===== config.mk =====
export PLATFORM = sky130hd
export DESIGN_NAME = snes_pad_responder
export DESIGN_NICKNAME = d
export VERILOG_FILES = /design/src/rtl/snes_pad_responder.sv
export SDC_FILE = /design/constraint.sdc
export NUM_CORES = 1
export LEC_CHECK = 0
export CORE_UTILIZATION = 55
export CTS_BUF_LIST = sky130_fd_sc_hd__clkbuf_4
export DETAILED_ROUTE_END_ITERATION = 8
export PLACE_DENSITY = 0.84
export SETUP_SLACK_MARGIN = 0.1
export SLEW_MARGIN = 40
export SYNTH_ARGS = -nofsm -noshare
export SYNTH_HDL_FRONTEND = slang
export SYNTH_SLANG_ARGS = --single-unit

===== constraint.sdc =====
create_clock -name clk -period 3.4 [get_ports clk]
set_input_delay 0.68 -clock clk [delete_from_list [all_inputs] [get_ports clk]]
set_output_delay 0.68 -clock clk [all_outputs]
set_load 0.01 [all_outputs]

===== src/rtl/snes_pad_responder.sv =====
// snes_pad_responder
//   Presents a 16-bit live button state as a SNES-style serial gamepad.
//   The core is the initiator and drives pad_latch and pad_clk. This block
//   is the responder: it returns 16 active-low bits, bit 0 first.
//   pad_latch and pad_clk may be asynchronous to clk, so each one is
//   synchronized and edge-detected here.
//
// Parameters
//   SYNC_STAGES  synchronizer depth on pad_latch and pad_clk (2..4)
//
// Ports
//   clk         system clock
//   reset_n     synchronous active-low reset
//   key[15:0]   live button state, 1 = pressed
//               (0 up, 1 down, 2 left, 3 right, 4 A, 5 B, 6 X, 7 Y,
//                8 L1, 9 R1, 14 select, 15 start)
//   pad_latch   core latch strobe, active high
//   pad_clk     core shift clock; idles high, shifts on its rising edge
//   pad_data_n  serial data out, active low (registered)
//   busy        high from latch fall until bit 16 has been shifted
//   bit_idx     index of the bit currently on pad_data_n, 0..16
module snes_pad_responder #(
   parameter int unsigned SYNC_STAGES = 2
) (
   input  logic        clk,
   input  logic        reset_n,
   input  logic [15:0] key,
   input  logic        pad_latch,
   input  logic        pad_clk,
   output logic        pad_data_n,
   output logic        busy,
   output logic [4:0]  bit_idx
);

   localparam logic [1:0] ST_IDLE  = 2'd0;
   localparam logic [1:0] ST_LATCH = 2'd1;
   localparam logic [1:0] ST_SHIFT = 2'd2;
   localparam logic [1:0] ST_DONE  = 2'd3;

   logic [SYNC_STAGES-1:0] latch_sync_q, latch_sync_d;
   logic [SYNC_STAGES-1:0] clk_sync_q,   clk_sync_d;
   logic                   latch_hist_q, latch_hist_d;
   logic                   clk_hist_q,   clk_hist_d;
   logic [1:0]             state_q,      state_d;
   logic [15:0]            shift_q,      shift_d;
   logic [4:0]             bit_idx_q,    bit_idx_d;
   logic                   busy_q,       busy_d;
   logic                   pad_data_n_q, pad_data_n_d;

   logic                   latch_s;
   logic                   latch_fall;
   logic                   clk_rise;
   logic [15:0]            wire_word;
   logic                   unused_keys;

   // Controller keys reordered into wire order and inverted; the top four
   // bits are the fixed "not pressed" ID bits.
   assign wire_word = {4'b1111,
                       ~key[9], ~key[8], ~key[6], ~key[4],
                       ~key[3], ~key[2], ~key[1], ~key[0],
                       ~key[15], ~key[14], ~key[7], ~key[5]};

   // Keys 10..13 have no slot on the SNES wire.
   assign unused_keys = ^key[13:10];

   assign latch_s    = latch_sync_q[SYNC_STAGES-1];
   assign latch_fall = ~latch_s & latch_hist_q;
   assign clk_rise   = clk_sync_q[SYNC_STAGES-1] & ~clk_hist_q;

   always_comb begin
      latch_sync_d = {latch_sync_q[SYNC_STAGES-2:0], pad_latch};
      clk_sync_d   = {clk_sync_q[SYNC_STAGES-2:0], pad_clk};
      latch_hist_d = latch_s;
      clk_hist_d   = clk_sync_q[SYNC_STAGES-1];

      state_d      = state_q;
      shift_d      = shift_q;
      bit_idx_d    = bit_idx_q;
      busy_d       = busy_q;
      pad_data_n_d = pad_data_n_q;

      // Latch level dominates everything, including a same-cycle clock rise;
      // a clock rise coinciding with the latch fall is dropped as well.
      if (latch_s) begin
         state_d      = ST_LATCH;
         shift_d      = wire_word;
         bit_idx_d    = '0;
         busy_d       = 1'b0;
         pad_data_n_d = wire_word[0];
      end else if (latch_fall) begin
         state_d = ST_SHIFT;
         busy_d  = 1'b1;
      end else if (state_q == ST_SHIFT && clk_rise) begin
         shift_d      = {1'b0, shift_q[15:1]};
         bit_idx_d    = bit_idx_q + 5'd1;
         pad_data_n_d = shift_q[1];
         if (bit_idx_q == 5'd15) begin
            state_d = ST_DONE;
            busy_d  = 1'b0;
         end
      end
   end

   always_ff @(posedge clk) begin
      if (!reset_n) begin
         latch_sync_q <= '0;
         clk_sync_q   <= '1;
         latch_hist_q <= 1'b0;
         clk_hist_q   <= 1'b1;
         state_q      <= ST_IDLE;
         shift_q      <= '1;
         bit_idx_q    <= '0;
         busy_q       <= 1'b0;
         pad_data_n_q <= 1'b1;
      end else begin
         latch_sync_q <= latch_sync_d;
         clk_sync_q   <= clk_sync_d;
         latch_hist_q <= latch_hist_d;
         clk_hist_q   <= clk_hist_d;
         state_q      <= state_d;
         shift_q      <= shift_d;
         bit_idx_q    <= bit_idx_d;
         busy_q       <= busy_d;
         pad_data_n_q <= pad_data_n_d;
      end
   end

   assign pad_data_n = pad_data_n_q;
   assign busy       = busy_q;
   assign bit_idx    = bit_idx_q;

endmodule


==> results.txt <==
Outcome: completed
Synth warnings: 0
Cell area power density: 413 nW/um^2
Worst-margin pin slew: 0.716 ns
Worst Hold Class: reg -> reg
Gr usage total: 23.1%
Total wire length: 2.43 mm
TritonRoute pass-1 iters: 5
CTS Buffer Depth: 2
Area Overhead vs Synth: 20.8%
Clock skew: 0.00845 ns
Remaining DRCs: 0
Slew Limit Fails: 0
Max Cap Viol: 0
Final Wtd Congestion: 0.733
Critical path startpoint category: input port
Core footprint: 2020 um^2
H-tree levels: 2
Sw Share: 23.5%
Tcrit/Tclk final: 58.2%
Syn nets: 150
Postcts setup bufs: 0
Detailed Route Iter0 Violations: 30
Final Hold Viols: 0
Sequential power share: 60.6%
Clock Pin Slew Worst Setup and Hold Paths: 0.09 ns
Clk_lat worst skew: 0.32 ns
Die Ht: 49.0 um
Number of synthesized register bits: 30
Clk network pwr share: 31.4%
Vias: 1038
Port Buffer Count: 22
First-pass GRT wire length: 4.08 mm
P_leak: 0.513 nW
Die ar.: 2400 um^2
Fill count: 163
Setup ws final: 1.42 ns
Place WS: 1.08 ns
Count of unique library cells instantiated by Yosys: 27
Crit path DAT: 2.16 ns
Crit path capture type: flip-flop
CTS tree: done
Synth top area share: 49.5%
DP Wirelength: 1.59 mm
I/O pin count: 27
Root buffer cell: clkbuf_4
Critical-path maximum fanout: 19
Critical path type: in -> reg
CTS Hold Bufs: 0
RSZ-0062 raised after global routing: no
Synth Cell Area: 1210 um^2
P_sw: 0.142 mW
Internal: 0.463 mW
Chip Width: 49.0 um
Setup TNS: 0 ns
DR vias/cell: 5.93
Post-DRT Antenna Nets: 0
Avg Cell Area, Syn: 9.48 um^2
Inserted Clock Buffers: 5
WL per Instance: 13.9 um
Worst ir drop on vdd: 0.000389 V
Clock Sinks: 30
ANT cells: 0
Synth area leaders: dfxtp_1 49%, a22oi_1 7.4%, a31oi_1 6.2%
Share of post-route cells with drive strength above 1: 6.08%
Initial antenna violation count: 0
Fmax: 505 MHz
Crit path required time: 3.58 ns
Slew headroom: 52.3%
Gates resized, CTS repair: 0
Min cycle time layout: 1.98 ns
Synth area leader: dfxtp_1
Part of the Yosys area used for sequential elements: 49.5%
Mapped Cells: 128
Number of endpoints failing setup at the final stage: 0
Grt ovf: 0
Fin nets: 170
Number of cell rows: 16
Vias in the first global route: 939
Combinational share of power: 8.0%
Starting Density: 60.0%
Largest net degree at the start of global routing: 24
layout make-up:
cell class	instances	area [um^2]	share of cell area, %
Clock buffer	5	37.5	2.56
Clock inverter	2	10.0	0.683
Inverter	4	15.0	1.02
Multi-Input combinational cell	84	542	36.9
Sequential cell	30	601	41.0
Tap cell	27	33.8	2.30
Timing Repair Buffer	23	228	15.5
synth_stat cells, drive strengths merged:
master	count
nand2b	5
and3	1
and4bb	1
o31ai	2
nor2b	2
or3	1
a21oi	7
clkbuf	2
or4	2
dfxtp	30
ha	2
o21a	1
nand2	1
o21ai	19
a22oi	12
nand4b	1
and2	3
nor2	2
nand4bb	1
inv	4
a31oi	12
a311oi	1
buf	8
nand3	8
worst max-delay path, cell delays in order:
cell and delay [ns]:
clkdlybuf4s50_1 0.61, nand2b_1 0.43, a31oi_1 0.32, a22oi_1 0.12
cells by family after synthesis:
logic type	count (synthesis)	synth area share, %
fa+ha+maj	2	2.06
buf+inv	14	5.88
flops	30	49.5
simple gates	28	15.7
compound gates	54	26.9
final timing paths:
path / from / end / slack, ns / cells past startpoint
setup / recovery: reset_n / shift_q[11] / 1.42 / 4
hold / removal: clk_sync_q[0] / clk_sync_q[1] / 0.43 / 1
setup reg to reg: state_q[1] / bit_idx[2] / 1.82 / 3
hold reg to reg: clk_sync_q[0] / clk_sync_q[1] / 0.43 / 1
power by group through the flow:
stage                     Combinational, mW  Clock (mW)  Sequential, mW
after global routing                 0.0536       0.214           0.368
after CTS                            0.0486       0.196           0.366
final                                0.0485       0.190           0.367
after global placement               0.0472           0           0.374
after detailed placement             0.0483           0           0.375
after floorplan                      0.0248           0           0.374
per-layer routing:
| metal | global-route usage [%] | vias to the layer above | wire, um |
|---|---|---|---|
| met5 | 0 | - | 0 |
| met4 | 8.82 | 0 | 40 |
| met3 | 9.35 | 5 | 123 |
| met2 | 37.7 | 30 | 1150 |
| met1 | 26.9 | 480 | 1120 |
| li1 | - | 523 | - |
stage by stage:
stage	cells	util, %	cell area (um^2)	hold slack (ns)	total power [mW]
final	175	72.5	1470	0.426	0.605
after global routing	175	72.5	1470	0.460	0.636
after CTS	175	72.5	1470	0.428	0.611
after detailed placement	168	70.2	1420	0.402	0.423
after global placement	168	70.2	1420	0.394	0.421
after floorplan	128	-	1210	0.386	0.398
cell usage in the layout, fill, tap and decap left out:
cell             instances
inv_1                    4
clkdlybuf4s50_1         22
and4bb_1                 1
a31oi_1                 12
o21ai_0                 11
or3_1                    1
a22oi_1                 12
nand2b_1                 5
o21ai_1                  8
and2_1                   3
nand3_1                  8
nor2b_1                  2
nor2_1                   2
nand4bb_4                1
nand4b_1                 1
buf_4                    1
a21oi_1                  7
dfxtp_1                 30
ha_1                     2
nand2_1                  1
clkbuf_4                 5
clkinv_2                 2
a311oi_1                 1
o21a_1                   1
and3_1                   1
or4_1                    2
o31ai_1                  2
sequential cells by signal, summed over array words and instances (netlist names):
register / flops
bit_idx: 5
state_q: 2
busy: 1
latch_sync_q: 2
clk_sync_q: 2
clk_hist_q: 1
shift_q: 16
latch_hist_q: 1
(Power assumes the default switching activity.)
